File: config.mk
export PLATFORM = sky130hd
export DESIGN_NAME = regfile_scoreboard
export DESIGN_NICKNAME = d
export VERILOG_FILES = /design/src/rtl/regfile_scoreboard.sv
export SDC_FILE = /design/constraint.sdc
export NUM_CORES = 1
export LEC_CHECK = 0
export CAP_MARGIN = 15
export CORE_MARGIN = 2
export CORE_UTILIZATION = 35
export CTS_CLUSTER_DIAMETER = 100
export DETAILED_ROUTE_END_ITERATION = 8
export GPL_ROUTABILITY_DRIVEN = 0
export PLACE_DENSITY = 0.58
export SKIP_LAST_GASP = 1
export SLEW_MARGIN = 0
export SYNTH_ARGS = -nofsm -noshare
export SYNTH_HDL_FRONTEND = slang
export SYNTH_SLANG_ARGS = --single-unit
File: constraint.sdc
create_clock -name CLK -period 3.65 [get_ports CLK]
set_input_delay 0.365 -clock CLK [delete_from_list [all_inputs] [get_ports CLK]]
set_output_delay 0.365 -clock CLK [all_outputs]
set_load 0.005 [all_outputs]
File: src/rtl/regfile_scoreboard.sv
// Register file with N combinational read ports, one write port and a per-register busy scoreboard.
// Latency: reads 0 cycles; writes and claims visible after the edge (writes/releases forwarded same cycle when BYPASS=1).
// Backpressure: none; hazards are reported on Reg_busy and the consumer is expected to stall on it.
module regfile_scoreboard #(
  parameter int DATA_W = 16,
  parameter int ADDR_W = 3,
  parameter int NUM_RD = 3,
  parameter int BYPASS = 1
) (
  input  logic                       CLK,
  input  logic                       Reset,
  input  logic                       Reg_Write,
  input  logic [ADDR_W-1:0]          Reg_input_address,
  input  logic [DATA_W-1:0]          Reg_input_data,
  input  logic                       Claim,
  input  logic [ADDR_W-1:0]          Claim_address,
  input  logic [NUM_RD*ADDR_W-1:0]   Reg_address,
  output logic [NUM_RD*DATA_W-1:0]   Reg_output,
  output logic [NUM_RD-1:0]          Reg_busy,
  output logic [(1<<ADDR_W)-1:0]     Busy_vector,
  output logic                       Write_unclaimed
);

  localparam int NREG = 1 << ADDR_W;

  // Entry 0 has no storage; it only exists in the read views below.
  logic [DATA_W-1:0] regs [NREG-1:1];
  logic [NREG-1:1]   busy_q;
  logic              write_unclaimed_q;

  logic              wr_hit;
  logic              claim_hit;
  logic              fwd_en;
  logic [DATA_W-1:0] regs_view [NREG];
  logic [NREG-1:0]   busy_view;

  assign wr_hit    = Reg_Write && !Reset && (Reg_input_address != '0);
  assign claim_hit = Claim && !Reset && (Claim_address != '0);
  assign fwd_en    = (BYPASS != 0) && wr_hit;

  assign busy_view       = {busy_q, 1'b0};
  assign Busy_vector     = busy_view;
  assign Write_unclaimed = write_unclaimed_q;

  // Register storage, scoreboard and sticky unclaimed-write flag; claim beats release on the same register.
  always_ff @(posedge CLK) begin
    if (Reset) begin
      for (int r = 1; r < NREG; r++) begin
        regs[r] <= '0;
      end
      busy_q            <= '0;
      write_unclaimed_q <= 1'b0;
    end else begin
      for (int r = 1; r < NREG; r++) begin
        if (wr_hit && (Reg_input_address == ADDR_W'(r))) begin
          regs[r] <= Reg_input_data;
        end
        if (claim_hit && (Claim_address == ADDR_W'(r))) begin
          busy_q[r] <= 1'b1;
        end else if (wr_hit && (Reg_input_address == ADDR_W'(r))) begin
          busy_q[r] <= 1'b0;
        end
      end
      if (wr_hit && !busy_view[Reg_input_address]) begin
        write_unclaimed_q <= 1'b1;
      end
    end
  end

  // Flat read view with the hardwired zero entry at index 0.
  always_comb begin
    regs_view[0] = '0;
    for (int r = 1; r < NREG; r++) begin
      regs_view[r] = regs[r];
    end
  end

  // Independent read ports: r0 reads zero/not-busy, a same-cycle write forwards data and clears busy.
  always_comb begin
    Reg_output = '0;
    Reg_busy   = '0;
    for (int p = 0; p < NUM_RD; p++) begin
      if (Reg_address[p*ADDR_W +: ADDR_W] == '0) begin
        Reg_output[p*DATA_W +: DATA_W] = '0;
        Reg_busy[p]                    = 1'b0;
      end else if (fwd_en && (Reg_input_address == Reg_address[p*ADDR_W +: ADDR_W])) begin
        Reg_output[p*DATA_W +: DATA_W] = Reg_input_data;
        Reg_busy[p]                    = 1'b0;
      end else begin
        Reg_output[p*DATA_W +: DATA_W] = regs_view[Reg_address[p*ADDR_W +: ADDR_W]];
        Reg_busy[p]                    = busy_view[Reg_address[p*ADDR_W +: ADDR_W]];
      end
    end
  end

endmodule

==> metrics.log <==
INFO  metric routed-via-count = approximately 6800
INFO  metric design.die.area = 24900 sq um
INFO  metric start_kind = input port
INFO  metric die_w = about 160 um
INFO  metric postCtsResizedCells = 0
INFO  metric avgRoutedWirePerCell = approximately 26 um
INFO  metric flow.area_growth_from_synthesis = 21.9%
INFO  metric syn-instance-count = 680
INFO  metric worst-endpoint-arrival = roughly 3.0 ns
INFO  metric vdd_ir_drop_max = between 200 and 250 uV
INFO  metric h_tree_depth_reported_by_cts = 4
INFO  metric pin_count = 95
INFO  metric dp_cells = approximately 1100
INFO  metric detail_placement_hpwl = between 15000 and 20000 um
INFO  metric cts_inserted_buffers = 17
INFO  metric timing.critical_path.to_type = primary output
INFO  metric drt_first_pass_iters = 7
INFO  metric synth-seq-area-share = 42.5%
INFO  metric placement_rows = 56
INFO  metric detail_route.wirelength = between 20000 and 30000 um
INFO  metric core_region_area = roughly 23000 sq um
INFO  metric grt_start_max_net_pins = 68
INFO  metric synth_top_cell_area_share = ~40%
INFO  metric p_per_area = 415 nW/um^2
INFO  metric status = completed
INFO  metric worst_clock_skew = around 0.0025 ns
INFO  metric synth_top_cells_by_count = 112 x sky130_fd_sc_hd__edfxtp_1, 64 x sky130_fd_sc_hd__nor4_1, 62 x sky130_fd_sc_hd__mux2_2
INFO  metric drive_gt1_share = between 20% and 30%
INFO  metric drt_antenna_net_count = 0
INFO  metric fp.dieH = approximately 160 um
INFO  metric number_of_cell_instances_on_the_worst_register_to_register_path = 4
INFO  metric finalSetupViolCount = 0
INFO  metric synth.top_cells.by_area = sky130_fd_sc_hd__edfxtp_1 41%, sky130_fd_sc_hd__mux4_2 14%, sky130_fd_sc_hd__mux2_2 8.4%
INFO  metric port_buffers = 93
INFO  metric post-synth-top-count-cell = sky130_fd_sc_hd__edfxtp_1
INFO  metric final_max_slew_viol_count = 0
INFO  metric hold_path_class = reg2reg
INFO  metric cts_sink_count = 120
INFO  metric path_delay_family = buffers and inverters
INFO  metric max_slew.worst_pin.slew = ~0.96 ns
INFO  metric clock-root-buffer = sky130_fd_sc_hd__clkbuf_16
INFO  metric crit-reg2reg-launch = busy_q[3]$_SDFFE_PP0P_
INFO  metric post-route-min-period = 3.32 ns
INFO  metric holdBufCountCts = 0
INFO  metric crit_buf_inv = 4
INFO  metric criticalPathCategory = in2out
INFO  metric post_synth_edffs = 112
INFO  metric worst_setup_path_startpoint = Reg_address[2]
INFO  metric grt_overflow_total = 0
INFO  metric crit_path_cell_trace = clkdlybuf4s50_1, buf_4, inv_1, nor2_1, nor2_1, mux2_4, clkdlybuf4s50_1
INFO  metric final.period_utilization = between 90% and 100%
INFO  metric final_cells = roughly 1100
INFO  metric critPathRequiredTime = around 3.3 ns
INFO  metric finish.net_count = roughly 790
INFO  metric grt_pass1_wl = around 43000 um
INFO  metric clock_path_buffers = 2
INFO  metric syn-num-nets = 715
INFO  metric asyncSetResetFlopFracSynth = 0%
INFO  metric post-synth-top-area-cell = sky130_fd_sc_hd__edfxtp_1
INFO  metric relSlewSlack = ~36%
INFO  metric route.detailed.drc = 0
INFO  metric design_power_total = between 4 and 5 mW
INFO  metric stages_on_the_worst_setup_path = 7
INFO  metric clk_pin_slew_worst_paths = about 0.06 ns
INFO  metric maxCapViolations = 0
INFO  metric ys_warn_count = 0
INFO  metric number_of_global_route_vias_before_repair = roughly 6800
INFO  metric grt_usage = a little under a quarter
INFO  metric vias_per_cell = 6.24
INFO  metric cts_tree = built
INFO  metric synth_seq_cells = 120
INFO  metric rsz0062_at_grt = false
INFO  metric worstPathMaxFanout = 16
INFO  metric worst_path_max_delay_cell = sky130_fd_sc_hd__clkdlybuf4s50_1
INFO  metric area_of_the_mapped_netlist = roughly 8300 sq um
INFO  metric slowest_delay = about 0.85 ns
INFO  metric synth-main-ff-cell = sky130_fd_sc_hd__edfxtp_1
INFO  metric crit_end = Reg_output[8]
INFO  metric initial_core_util = between 30% and 40%
INFO  metric syn_avg_cell_area = approximately 12 sq um
INFO  metric synth.distinct_cells = between 40 and 50
INFO  metric leakage = 3.31 nW
INFO  metric initialDrtViolationCount = roughly 770
INFO  metric crit-reg2reg-capture = Write_unclaimed$_SDFFE_PP0P_
INFO  metric cts_setup_buffers = 0
INFO  metric final.setup.tns = 0 ns
INFO  metric hold_viol = 0
INFO  metric rrSetupSlack = approximately 2.4 ns
INFO  metric grt_antenna_before_repair = 0
INFO  metric insertion_delay = between 0.4 and 0.5 ns
INFO  metric insertedDiodeCount = 0
INFO  metric max_freq = 301 MHz
INFO  metric core_utilization_of_the_finished_layout = 43.3%
[worst register-to-register path: stages (launching register included)]
cell and delay [ns]:
sky130_fd_sc_hd__dfxtp_1 0.46, sky130_fd_sc_hd__mux2i_1 0.12, sky130_fd_sc_hd__a211o_1 0.31, sky130_fd_sc_hd__a31oi_1 0.16
sky130_fd_sc_hd__nor2_1 0.05
[flip-flops by register name, summed over array words and instances (netlist names)]
| signal | flops |
|---|---|
| busy_q | 7 |
| regs | 112 |
| Write_unclaimed | 1 |
[layer usage]
| layer | part of all wire (%) | up-vias | global-route usage (%) |
|---|---|---|---|
| met2 | 49 | 371 | 37.3 |
| met1 | 40 | 3426 | 31.1 |
| met3 | 7.8 | 60 | 4.30 |
| li1 | - | 2913 | - |
| met5 | 0 | - | 0 |
| met4 | 3.3 | 0 | 9.74 |
[placed cells by master, fill, tap and decap left out, types with 3 or more instances in the layout]
cell,instances
sky130_fd_sc_hd__edfxtp_1,112
sky130_fd_sc_hd__nand2_1,26
sky130_fd_sc_hd__mux4_2,52
sky130_fd_sc_hd__nor2_1,15
sky130_fd_sc_hd__o32ai_1,11
sky130_fd_sc_hd__xnor2_1,9
sky130_fd_sc_hd__inv_1,22
sky130_fd_sc_hd__nor4_1,64
sky130_fd_sc_hd__dfxtp_1,8
sky130_fd_sc_hd__inv_6,5
sky130_fd_sc_hd__clkbuf_16,17
sky130_fd_sc_hd__a22oi_1,23
sky130_fd_sc_hd__o32ai_2,9
sky130_fd_sc_hd__clkinvlp_4,4
sky130_fd_sc_hd__mux2i_1,6
sky130_fd_sc_hd__a221oi_1,23
sky130_fd_sc_hd__o21ai_2,3
sky130_fd_sc_hd__clkinv_1,5
sky130_fd_sc_hd__clkinv_4,4
sky130_fd_sc_hd__clkdlybuf4s50_1,86
sky130_fd_sc_hd__mux2_4,13
sky130_fd_sc_hd__nor3_1,52
sky130_fd_sc_hd__a221o_1,5
sky130_fd_sc_hd__buf_4,42
sky130_fd_sc_hd__o21ai_0,30
sky130_fd_sc_hd__nor2b_1,22
sky130_fd_sc_hd__buf_2,7
sky130_fd_sc_hd__mux2_2,62
[stage by stage]
step	setup WS, ns	area, sq um	hold WS, ns
global placement	0.392	9530	0.469
CTS	0.298	10100	0.493
finish	0.330	10100	0.496
detailed placement	0.291	9530	0.479
floorplan	0.966	8280	0.437
global route	0.167	10100	0.515
[how the worst min path moves through the flow]
stage	startpoint	end	slack (ns)	depth (start not counted)
finish	Write_unclaimed$_SDFFE_PP0P_	Write_unclaimed$_SDFFE_PP0P_	0.50	2
global placement	Write_unclaimed$_SDFFE_PP0P_	Write_unclaimed$_SDFFE_PP0P_	0.47	2
detailed placement	Write_unclaimed$_SDFFE_PP0P_	Write_unclaimed$_SDFFE_PP0P_	0.48	2
global route	Write_unclaimed$_SDFFE_PP0P_	Write_unclaimed$_SDFFE_PP0P_	0.52	2
CTS	Write_unclaimed$_SDFFE_PP0P_	Write_unclaimed$_SDFFE_PP0P_	0.49	2
floorplan	Reset	Write_unclaimed$_SDFFE_PP0P_	0.44	1
[logic make-up (layout without fill, tap and decap cells)]
group | count (synthesis) | after routing | share of synthesized area, %
AOI/OAI and AO/OA | 113 | 113 | 11.0
xor gates and xnor gates | 9 | 9 | 0.952
buffers and inverters | 110 | 196 | 6.57
DFF | 120 | 120 | 42.5
muxes | 135 | 135 | 25.9
other | 1 | 1 | 0.0453
and+or+nand+nor | 192 | 192 | 13.0
[area by class of cell]
| class | instances | area [sq um] |
|---|---|---|
| Timing Repair Buffer | 137 | 1250 |
| Clock buffer | 17 | 425 |
| Sequential cell | 120 | 3520 |
| Tap cell | 319 | 399 |
| Multi-Input combinational cell | 450 | 4260 |
| Inverter | 27 | 101 |
| Clock inverter | 15 | 144 |
| Fill cell | 2133 | 13200 |
[power by group]
part | switching, mW | total, mW | leakage, nW | internal [mW]
combinational | 0.457 | 0.908 | 1.90 | 0.451
clock | 0.674 | 1.62 | 0.267 | 0.948
sequential | 0.0666 | 1.66 | 1.14 | 1.59
total | 1.20 | 4.19 | 3.31 | 2.99
Power figures use the tool's default switching activity.
